[src/rtl/demux_reg.sv]
// Registered 1-to-N demultiplexer with a one-entry holding register per output.
// Optional macro DEMUX_REG_DROP_CNT_EN enables a saturating count of words dropped for an out-of-range select.
module demux_reg #(
    parameter int N_OPTIONS  = 2,
    parameter int DATA_WIDTH = 32,
    localparam int SEL_W     = $clog2(N_OPTIONS)
) (
    input  logic                  i_clk,
    input  logic                  i_rst,
    input  logic [SEL_W-1:0]      i_sel,
    input  logic [DATA_WIDTH-1:0] i_val,
    input  logic                  i_valid,
    output logic                  o_ready,
    output logic [DATA_WIDTH-1:0] o_val [0:N_OPTIONS-1],
    output logic [N_OPTIONS-1:0]  o_valid,
    input  logic [N_OPTIONS-1:0]  i_ready,
    output logic                  o_err,
    output logic [7:0]            o_drop_cnt
);

    // Handshake: a word moves on any edge where valid and ready are both high;
    // ready never depends on valid, and a held word stays stable until taken.
    logic [N_OPTIONS-1:0]  full;
    logic [DATA_WIDTH-1:0] data [0:N_OPTIONS-1];
    logic [N_OPTIONS-1:0]  sel_hot;
    logic                  sel_ok;
    logic                  accept;

    always_comb begin
        sel_hot = '0;
        for (int k = 0; k < N_OPTIONS; k++) begin
            sel_hot[k] = (i_sel == SEL_W'(k));
        end
    end

    // An out-of-range select matches no slot and is always accepted so it can be discarded.
    assign sel_ok  = |sel_hot;
    assign o_ready = sel_ok ? |(sel_hot & (~full | i_ready)) : 1'b1;
    assign accept  = i_valid & o_ready;

    always_ff @(posedge i_clk) begin
        if (i_rst) begin
            full  <= '0;
            o_err <= 1'b0;
            for (int k = 0; k < N_OPTIONS; k++) begin
                data[k] <= '0;
            end
        end else begin
            o_err <= accept & ~sel_ok;
            for (int k = 0; k < N_OPTIONS; k++) begin
                // Fill wins over drain so a draining slot can be refilled without a bubble.
                if (accept && sel_hot[k]) begin
                    data[k] <= i_val;
                    full[k] <= 1'b1;
                end else if (full[k] && i_ready[k]) begin
                    full[k] <= 1'b0;
                end
            end
        end
    end

    assign o_valid = full;
    assign o_val   = data;

`ifdef DEMUX_REG_DROP_CNT_EN
    logic [7:0] drop_cnt;

    always_ff @(posedge i_clk) begin
        if (i_rst) begin
            drop_cnt <= 8'd0;
        end else if (accept && !sel_ok && drop_cnt != 8'hFF) begin
            drop_cnt <= drop_cnt + 8'd1;
        end
    end

    assign o_drop_cnt = drop_cnt;
`else
    assign o_drop_cnt = 8'd0;
`endif

endmodule

[config.mk]
export PLATFORM = sky130hd
export DESIGN_NAME = demux_reg
export DESIGN_NICKNAME = d
export VERILOG_FILES = /design/src/rtl/demux_reg.sv
export SDC_FILE = /design/constraint.sdc
export NUM_CORES = 1
export LEC_CHECK = 0
export BUFFER_PORTS_ARGS = -buffer_cell sky130_fd_sc_hd__buf_2
export CORE_UTILIZATION = 45
export CTS_BUF_LIST = sky130_fd_sc_hd__clkbuf_8
export CTS_CLUSTER_SIZE = 10
export DETAILED_ROUTE_END_ITERATION = 10
export GPL_TIMING_DRIVEN = 0
export PLACE_DENSITY = 0.75
export RECOVER_POWER = 50
export SYNTH_ARGS = -nofsm -noshare
export SYNTH_HDL_FRONTEND = slang
export SYNTH_SLANG_ARGS = --single-unit
[constraint.sdc]
create_clock -name i_clk -period 2.34 [get_ports i_clk]
set_clock_uncertainty 0.1 [all_clocks]
set_input_delay 0.468 -clock i_clk [delete_from_list [all_inputs] [get_ports i_clk]]
set_output_delay 0.468 -clock i_clk [all_outputs]
set_load 0.01 [all_outputs]
==> flow_summary.toml <==
[worst_hold_path]
hold_class = "primary input to register"
holdPathEnd = "o_val[36]$_SDFFE_PP0P_"
worstHoldStart = "i_val[4]"
worstHoldPathCells = 3

[setup_path]
cpMostUsedCell = "clkbuf_1"
worstPathArrival_ns = 1.92
worst_ep_required_time_ns = 2.49
setup.worst_path.class = "register to register"
critPathSlowestCell = "clkbuf_1"
worstReg2RegStart = "o_valid[1]$_SDFFE_PP0P_"
cpPeakStageDelay_ns = 0.60
ff2ff_setup_slack_ns = 0.57
cp_cell_sequence = "nand2b_2, and3_1, clkbuf_1, clkbuf_1, mux2i_1"
critPathMaxFanout = 10
startpoint_type = "register"
reg2regPathDepth = 5
critPathCaptureType = "register"
r2r_end = "o_val[29]$_SDFFE_PP0P_"

[sta]
relSlewSlack_pct = 49.52
worst_slack_ns = 0.5684
hold_viol = 0
hold_ws_ns = 0.3261
rsz0062_at_grt = "false"
worstMarginPinSlew_ns = 0.7572
setup_viol = 0
post-route-min-period_ns = 1.772
clock.fmax_mhz = 564.5
final_max_slew_viol_count = 0
min_period_over_period_pct = 75.71
fin_setup_tns_ns = 0

[yosys]
ys_top_cells_by_area = "dfxtp_1, mux2i_1, nand2b_1"
synthCells = 263
yosysWarnings = 0
netlist_area_um2 = 2825
synth_top_cell_area_share_pct = 46.77
postSynthRegisterBits = 66
yosys.area.top_type = "dfxtp_1"
seq_area_frac_synth_pct = 46.77
synth.distinct_cells = 17
syn_avg_cell_area_um2 = 10.74

[global_route]
grt_use_met2_pct = 30.67
use_met3_pct = 6.517
grtUsageMet1_pct = 23.68
grtUsageTotal_pct = 19.27
grt_max_degree = 11
antenna_found_initial = 0
grt_pass1_vias = 2045
grt_pass1_wl_mm = 9.466
grt_overflow = 0
busiest_layer = "met2"

[clocking]
cts_max_level = 3
numCtsBuffers = 9
clk_latency_ns = 0.32
cts_max_path_buffers = 2
cts_tree = "done"
cts_resized = 0
clock_sinks = 66
path_clk_slew_ns = 0.07
postCtsHoldBufs = 0
cts_setup_buffers = 0
ctsRootBufferMaster = "clkbuf_8"

[die]
die_y_um = 81.24
num_rows = 28
die_w_um = 81.24
ios = 114
initial_core_util_pct = 47.16
die_area_um2 = 6599
core_um2 = 5991

[drt]
dr.first_iter.drc_count = 66
drtAntennaViolNets = 0
post_drt_via_cell_ratio = 4.531
wl_mm = 5.864
num_vias = 2098
drt-wirelength-per-cell_um = 12.67
drc = 0
drt_first_pass_iters = 4

[pwr]
power_frac_clock_pct = 33.2
powerDensity_nw_per_um2 = 644.0
p_sw_mw = 0.5619
power.combinational.fraction_pct = 13.8
vdd_drop_max_mv = 0.3994
swShare_pct = 24.53
seqPwrFrac_pct = 53.0
fin_total_pwr_mw = 2.291
p_int_mw = 1.729
p_leak_nw = 1.785

[run]
cap_viol_max_count = 0

[placed_design]
hpwl_mm = 4.290
preCtsSetupSlack_ns = 0.6709
place.gp.congestion = 0.7344
numPortBuffers = 103

[cells_and_area]
final_cell_mix = "buf_2, nand2b_1, dfxtp_1, mux2i_1, clkbuf_1"
drive_gt1_share_pct = 31.70
areaGrowthSynthToFinish_pct = 25.91
final_common_cell = "buf_2"
diodes = 0
final_net_count = 423

[outcome]
outcome = "completed"
[synthesized netlist by cell type (all sizes together)]
library cell and instances:
and3b 1, conb 1, a21oi 2, nand3b 1, mux2 1, buf 17
and3 1, mux2i 64, nand3 1, nand2b 98, clkbuf 10, dfxtp 66
[critical path: cells and delay by family, from the launching register on]
family | cells | cell delay, ns
buffers and inverters | 2 | 0.78
and+or+nand+nor | 2 | 0.24
muxes | 1 | 0.26
DFF | 1 | 0.32
[through the flow]
stage                     util (%)  std cells  instance area [µm²]
after floorplan                  -        271                 2855
after global placement       57.83        449                 3465
after detailed placement     57.83        449                 3465
after CTS                    60.38        463                 3617
after global routing         59.38        463                 3557
final                        59.38        463                 3557
[power groups by stage]
stage | clock (mW) | combinational (mW) | sequential, mW
floorplan | 0 | 0.178 | 1.27
global placement | 0 | 0.327 | 1.24
detailed placement | 0 | 0.332 | 1.24
CTS | 0.794 | 0.333 | 1.21
global route | 0.846 | 0.352 | 1.22
finish | 0.761 | 0.317 | 1.21
[cells by family (layout without fill, tap and decap cells)]
| family | count (synthesis) | count (layout) | synth area share, % |
|---|---|---|---|
| multiplexers | 65 | 65 | 23.07 |
| flip-flops | 66 | 66 | 46.77 |
| buffers and inverters | 27 | 144 | 6.465 |
| AO/OA/AOI/OAI | 2 | 2 | 0.3543 |
| other | 1 | 9 | 0.1327 |
| AND/OR/NAND/NOR | 102 | 102 | 23.21 |
[how the worst max path moves through the flow]
stage,slack [ns],to,depth (start not counted),startpoint
floorplan,0.89,o_ready,2,i_ready[1]
global placement,0.66,o_ready,4,i_ready[1]
detailed placement,0.67,o_ready,4,i_ready[0]
CTS,0.59,o_ready,3,o_valid[1]$_SDFFE_PP0P_
global route,0.43,o_val[22]$_SDFFE_PP0P_,5,o_valid[1]$_SDFFE_PP0P_
finish,0.57,o_val[29]$_SDFFE_PP0P_,5,o_valid[1]$_SDFFE_PP0P_
[flip-flops by register name, summed over array words and instances, names as in the netlist]
name	count
o_val	64
o_valid	2
[area by class of cell]
class	count	area, µm²
fill	562	2434
multi-input combinational	178	1341
sequential	66	1321
timing repair buffer	103	510.5
clock buffer	10	137.6
buffer	27	137.6
tap	75	93.84
clock inverter	4	15.01
[metal layers]
metal / vias to the layer above / share of wire [%]
met5: - / 0
met4: 0 / 1.2
met3: 8 / 7.1
met2: 73 / 47
met1: 934 / 45
li1: 1083 / -
Note: power is estimated with default switching activity, not from simulation.
